[config.mk]
export PLATFORM = sky130hd
export DESIGN_NAME = fetch_queue
export DESIGN_NICKNAME = d
export VERILOG_FILES = /design/src/rtl/fetch_queue_pkg.sv /design/src/rtl/fetch_queue_fifo_ram.sv /design/src/rtl/fetch_queue.sv
export SDC_FILE = /design/constraint.sdc
export NUM_CORES = 1
export LEC_CHECK = 0
export ABC_AREA = 1
export CELL_PAD_IN_SITES_DETAIL_PLACEMENT = 0
export CELL_PAD_IN_SITES_GLOBAL_PLACEMENT = 1
export CORE_MARGIN = 10
export CORE_UTILIZATION = 30
export CTS_BUF_LIST = sky130_fd_sc_hd__clkbuf_4
export CTS_CLUSTER_DIAMETER = 40
export DETAILED_ROUTE_END_ITERATION = 8
export GPL_TIMING_DRIVEN = 0
export PLACE_DENSITY_LB_ADDON = 0.1
export SYNTH_ARGS = -nofsm -noshare
export SYNTH_HDL_FRONTEND = slang
export SYNTH_HIERARCHICAL = 1
export SYNTH_SLANG_ARGS = --single-unit
[constraint.sdc]
create_clock -name clk -period 2.2 [get_ports clk]
set_clock_uncertainty 0.1 [all_clocks]
set_input_delay 0.44 -clock clk [delete_from_list [all_inputs] [get_ports clk]]
set_output_delay 0.44 -clock clk [all_outputs]
set_load 0.02 [all_outputs]
[src/rtl/fetch_queue_pkg.sv]
// Shared fetch/decode definitions: nop encoding and default datapath widths.
package fetch_queue_pkg;

    localparam int PC_W_DEFAULT    = 32;
    localparam int INSTR_W_DEFAULT = 32;

    // addi x0, x0, 0 -- decode uses it as the reset-value mask.
    localparam logic [31:0] NOP_INSTR = 32'h0000_0013;

    function automatic logic [63:0] pack_entry(input logic [31:0] instr, input logic [31:0] pc);
        return {instr, pc};
    endfunction

endpackage

[src/rtl/fetch_queue_fifo_ram.sv]
// Register array for fetch_queue entries: one write port, one asynchronous read port.
module fifo_ram #(
    parameter int DEPTH = 2,
    parameter int W     = 64
) (
    input  logic                     clk,
    input  logic                     reset,
    input  logic                     we,
    input  logic [$clog2(DEPTH)-1:0] waddr,
    input  logic [W-1:0]             wdata,
    input  logic [$clog2(DEPTH)-1:0] raddr,
    output logic [W-1:0]             rdata
);

    logic [W-1:0] mem_q [DEPTH];
    logic [W-1:0] mem_d [DEPTH];

    always_comb begin
        for (int i = 0; i < DEPTH; i++) begin
            mem_d[i] = mem_q[i];
        end
        if (we) begin
            mem_d[waddr] = wdata;
        end
    end

    // Cleared on reset so the head outputs read as zero out of reset.
    always_ff @(posedge clk or negedge reset) begin
        if (!reset) begin
            for (int i = 0; i < DEPTH; i++) begin
                mem_q[i] <= '0;
            end
        end else begin
            for (int i = 0; i < DEPTH; i++) begin
                mem_q[i] <= mem_d[i];
            end
        end
    end

    assign rdata = mem_q[raddr];

endmodule

[src/rtl/fetch_queue.sv]
// Fetch-to-decode instruction queue with valid/ready on both sides and flush.
// Optional combinational empty-queue bypass: define FETCH_QUEUE_BYPASS_EN.
module fetch_queue
    import fetch_queue_pkg::*;
#(
    parameter int DEPTH   = 2,
    parameter int PC_W    = PC_W_DEFAULT,
    parameter int INSTR_W = INSTR_W_DEFAULT
) (
    input  logic                       clk,
    input  logic                       reset,
    input  logic                       flush,
    input  logic                       in_valid,
    output logic                       in_ready,
    input  logic [INSTR_W-1:0]         in_instr,
    input  logic [PC_W-1:0]            in_pc,
    output logic                       out_valid,
    input  logic                       out_ready,
    output logic [INSTR_W-1:0]         out_instr,
    output logic [PC_W-1:0]            out_pc,
    output logic [$clog2(DEPTH):0]     count
);

    localparam int AW = $clog2(DEPTH);
    localparam int CW = AW + 1;
    localparam int EW = INSTR_W + PC_W;

    logic [AW-1:0] wr_ptr_q, wr_ptr_d;
    logic [AW-1:0] rd_ptr_q, rd_ptr_d;
    logic [CW-1:0] count_q, count_d;

    logic          empty;
    logic          push, pop;
    logic          wr_en, rd_adv;
    logic [EW-1:0] head;

    fifo_ram #(
        .DEPTH (DEPTH),
        .W     (EW)
    ) u_ram (
        .clk   (clk),
        .reset (reset),
        .we    (wr_en && !flush),
        .waddr (wr_ptr_q),
        .wdata ({in_instr, in_pc}),
        .raddr (rd_ptr_q),
        .rdata (head)
    );

    always_comb begin
        empty    = (count_q == '0);
        in_ready = (count_q != CW'(DEPTH));
        out_valid = !empty;
        out_instr = head[EW-1:PC_W];
        out_pc    = head[PC_W-1:0];
`ifdef FETCH_QUEUE_BYPASS_EN
        if (empty && !flush) begin
            out_valid = in_valid;
            out_instr = in_instr;
            out_pc    = in_pc;
        end
`endif
        push   = in_valid && in_ready;
        pop    = out_valid && out_ready;
        wr_en  = push;
        rd_adv = pop;
`ifdef FETCH_QUEUE_BYPASS_EN
        // A pop while empty is a bypassed hand-over: nothing is stored.
        if (empty && pop) begin
            wr_en  = 1'b0;
            rd_adv = 1'b0;
        end
`endif
        wr_ptr_d = wr_ptr_q;
        rd_ptr_d = rd_ptr_q;
        count_d  = count_q;
        if (flush) begin
            rd_ptr_d = wr_ptr_q;
            count_d  = '0;
        end else begin
            if (wr_en) begin
                wr_ptr_d = wr_ptr_q + AW'(1);
            end
            if (rd_adv) begin
                rd_ptr_d = rd_ptr_q + AW'(1);
            end
            case ({wr_en, rd_adv})
                2'b10:   count_d = count_q + CW'(1);
                2'b01:   count_d = count_q - CW'(1);
                default: count_d = count_q;
            endcase
        end
    end

    always_ff @(posedge clk or negedge reset) begin
        if (!reset) begin
            wr_ptr_q <= '0;
            rd_ptr_q <= '0;
            count_q  <= '0;
        end else begin
            wr_ptr_q <= wr_ptr_d;
            rd_ptr_q <= rd_ptr_d;
            count_q  <= count_d;
        end
    end

    assign count = count_q;

endmodule

# Word level (Yosys, flattened, before mapping)
# Index checks and enable logic that the tools add are counted.
[op_classes] n_addsub=4 multipliers=0 div=0 magnitude_cmp=3 n_eq_ne=3 shift=0 n_mux=10 n_bitwise=3 n_reduce_logical=10
[op_table] operator="64-bit 2-to-1 mux" n=4
[op_table] operator="128-bit bitwise mux" n=1
[op_table] operator="64-bit demux with 1-bit select" n=1
[op_table] operator="2-bit greater-or-equal comparator, second input constant" n=2
[op_table] operator="1-bit logical AND" n=4
[op_table] operator="1-bit inverter with 2-bit output" n=2
[op_table] operator="2-bit case mux with 2 select lines" n=1
[op_table] operator="3-bit nonzero test" n=1
[op_table] operator="1-bit adder, second input constant" n=2
[op_table] operator="2-bit by 1-bit adder with 2-bit output, second input constant" n=1
[op_table] operator="2-bit by 1-bit equality test with 1-bit output, second input constant" n=1
[op_table] operator="2-bit equality test, second input constant" n=1
[op_table] operator="1-bit logical NOT" n=2
[op_table] operator="2-bit logical NOT" n=1
[op_table] operator="2-bit by 1-bit < comparator with 1-bit output, second input constant" n=1
[op_table] operator="1-bit 2-to-1 mux" n=2
[op_table] operator="2-bit 2-to-1 mux" n=1
[op_table] operator="2-bit != test, second input constant" n=1
[op_table] operator="2-bit AND reduction" n=1
[op_table] operator="2-bit nonzero test" n=1
[op_table] operator="2-bit by 1-bit subtractor with 2-bit output, second input constant" n=1
[op_table] operator="1-bit inverter" n=1
[word_totals] ff_bits=132 latchBits=0 mem_bits_rw=0 romBits=0 inputBits=69 output_inout_bits=68 mem_count=0

# Longest topological paths before layout
[logic_depth] ltp_word=6 mapped_depth=8 depth_no_buf=8

# Hierarchy
# The synthesis kept the hierarchy.
[modules_own_cells] module="fifo_ram" n_inst=1 cells_per_inst=761 area_per_inst_um2=6023.3
[modules_own_cells] module="fetch_queue" n_inst=1 cells_per_inst=36 area_per_inst_um2=269.0

# Worst setup path before layout
# OpenSTA, ideal clock, no wires.
[synth_path] path_kind="reg-to-output" startpoint="register rd_ptr_q" endpoint="output out_instr[10]" t_arrival_ns=1.206 path_slack_ns=0.454 stages_incl_launch_ff=4 path_buffers=2 path_cell_list="dfrtp_1 -> buf_4 -> clkbuf_1 -> o21ai_0"
[synth_between] elab_chain_cells=4
[synth_lines] element="start, declared" line="fetch_queue.sv:29" source="logic [AW-1:0] rd_ptr_q, rd_ptr_d;"
[synth_lines] element="start signal, assigned" line="fetch_queue.sv:102" source="rd_ptr_q <= rd_ptr_d;"
[synth_lines] element="1-bit inverter with 2-bit output (implied by the code)" line="fetch_queue_fifo_ram.sv:40" source="assign rdata = mem_q[raddr];"
[synth_lines] element="64-bit 2-to-1 mux (implied by the code) (3 in series)" line="fetch_queue_fifo_ram.sv:40"
[synth_lines] element="end, declared" line="fetch_queue.sv:19" source="output logic [INSTR_W-1:0] out_instr,"
# Every way passes these cells. The select of a mux whose other input is x is not followed.

# Worst setup path after layout
[layout_path] startpoint="register rd_ptr_q" endpoint="output out_instr[26]"
# The elaborated chain is that of the path after synthesis.

==> metrics.cfg <==
[status]
status = finished, violations left
failed_checks = setup timing

[die]
io_pins = 137
die_area_um2 = 27200
die_w_um = 165
fp.coreArea_um2 = 20400
rows = 52
initial_core_util_pct = 30.8
die_h_um = 165

[global_routing]
groute.usage.overall_pct = 15.8
first_global_vias = 5743
grt-ovfl-total = 0
grt_max_degree = 68
grt_pass1_wl_mm = 33.0
antenna_found_initial = 1

[setup_path]
cp.arrival_ps = 1730
end_kind = output port
cpMaxStageDelayCell = dfrtp_2
cp_num_buf_inv = 4
cp_top_family = buffers and inverters
cp_common_cell = buf_12
critPathRequiredTime_ps = 1660
startpoint_type = flop
path_class = flop to output port
crit_fanout = 7
path_cells = buf_6 -> buf_12 -> buf_12 -> nand2_1 -> o21ai_1 -> buf_4
critPathMaxStageDelay_ps = 460

[synthesis]
yosys_warnings = 6
syn-num-nets = 866
synth-edff-count = 0
ys_types = 19
syn_area_per_cell_um2 = 7.89
synthCells = 797
synth_area_um2 = 6290
async_reset_ff_share_pct = 100
synth_seq_cells = 132
synth_ff_type = dfrtp_1
seq_area_frac_synth_pct = 52.5

[drt]
vias_per_cell = 4.53
wirelength_mm = 21.5
drt_iter0_markers = 296
drtAntennaViolNets = 0
drc_errors = 0
dr.pass1.iters = 5
vias = 5636
wl_per_cell_um = 17.3

[layout]
final_common_cell = nand2_1
finalNetCount = 1030
area_growth_pct = 38.5
stdcell_count = 1245
fillers = 2174
final_util_pct = 42.6
drive_gt1_share_pct = 23.0
finalInstanceArea_um2 = 8710
final_cell_mix = nand2_1 (312), dfrtp_1 (129), nand3_1 (128)

[job]
max_cap_viol_count = 0

[power_and_ir_drop]
fin_total_pwr_mw = 13.1
p_per_area_nw_per_um2 = 1510
p_leak_nw = 4.52
peakVddDrop_uv = 437

[clock_network]
root_buffer = clkbuf_4
clk_latency_ps = 530
clockBufferDepth = 2
clk_transition_reported_paths_ps = 130
cts_buffers = 17
cts_sinks = 132
cts_tree = done
ctsHtreeMaxLevel = 4

[sta]
rsz0062_at_grt = true
maxSlewHeadroom_pct = 56.0
drv_slew = 0
setup_viol = 47
finalHoldViolCount = 0
whs_ps = 351
finalWorstSetupSlack_ps = -71.6
worst_pin_slew_ps = 660
fmax_mhz = 440
period_minus_slack_ps = 2270
period_share_pct = 103
fin_tns_setup_ps = -1500

[placement]
place_inst = 1204
gp_congestion = 0.760
hpwl_mm = 14.9
placed_cell_area_um2 = 8020
portBuffers = 136
post-place-ws_ps = -334

[hold_path]
hold_path.class = input port to asynchronous set/reset pin

synthesized netlist by cell type (2+ instances only):
cell      count  area (um^2)
nand2_1     330         1240
buf_2        18         90.1
buf_6        16          180
o21ai_0      65          325
nand4_1       3         18.8
buf_4        15          113
nand2_2       5         31.3
nand3_1     128          641
inv_1        71          267
dfrtp_1     132         3300
clkbuf_1      5         18.8
a21oi_2       2         17.5
final cells by class:
| cell class | instances | area (um^2) | area share (%) |
|---|---|---|---|
| Antenna cell | 1 | 2.50 | 0.0287 |
| Clock inverter | 14 | 184 | 2.11 |
| Tap cell | 270 | 338 | 3.88 |
| Buffer | 53 | 490 | 5.63 |
| Clock buffer | 18 | 135 | 1.55 |
| Timing Repair Buffer | 146 | 1410 | 16.2 |
| Sequential cell | 132 | 3310 | 38.0 |
| Multi-Input combinational cell | 539 | 2570 | 29.6 |
| Inverter | 72 | 270 | 3.10 |
registers in the layout, summed over array words and instances (netlist names):
| register | count |
|---|---|
| rd_ptr_q | 1 |
| u_ram/mem_q | 128 |
| count | 2 |
| wr_ptr_q | 1 |
repair_timing:
action / in CTS / in global routing
gates cloned: 0 / 4
hold endpoints to repair: 66 / 0
buffers inserted: 1 / 3
gates resized for setup: 440 / 121
setup endpoints to repair: 68 / 65
pin swaps: 0 / 2
hold buffers: 1 / 0
path summary, 6_finish.rpt:
check | from | end | slack, ps | depth (start not counted)
setup / recovery | rd_ptr_q | out_instr[26] | -70 | 6
hold / removal | reset | u_ram/mem_q[49] | 350 | 2
setup reg to reg | count[0] | u_ram/mem_q[119] | 370 | 8
hold reg to reg | u_ram/mem_q[71] | u_ram/mem_q[71] | 380 | 2
max in group asynchronous | reset | count[0] | 850 | 3
min in group clk | u_ram/mem_q[71] | u_ram/mem_q[71] | 380 | 2
power by group:
group	internal, mW	total [mW]	leakage [nW]	switching, mW
clock	0.909	1.87	0.168	0.960
combinational	2.85	7.00	2.72	4.15
sequential	3.58	4.26	1.64	0.679
total	7.34	13.1	4.52	5.79
cells by family (layout without fill, tap and decap cells):
logic type / after synthesis / after routing / share of synthesized area (%)
DFF: 132 / 132 / 52.5
and+or+nand+nor: 469 / 469 / 31.0
other: 0 / 1 / 0
AOI/OAI and AO/OA: 68 / 68 / 5.55
buffers and inverters: 126 / 303 / 10.7
xor gates and xnor gates: 2 / 2 / 0.278
worst reg2reg max path: cells and delay by family (launching register included):
| family | cells | cell delay (ps) |
|---|---|---|
| simple gates | 4 | 480 |
| flops | 1 | 470 |
| buf+inv | 3 | 520 |
| compound gates | 1 | 160 |
layer usage:
metal | wire length (um) | global-route usage (%) | share of wire, % | vias to the layer above
met1 | 10100 | 21.0 | 47 | 2651
met2 | 10100 | 25.2 | 47 | 128
met4 | 196 | 4.27 | 0.91 | 0
met3 | 1150 | 3.63 | 5.3 | 13
met5 | 0 | 0 | 0 | -
li1 | - | - | - | 2844
Power figures use the tool's default switching activity.
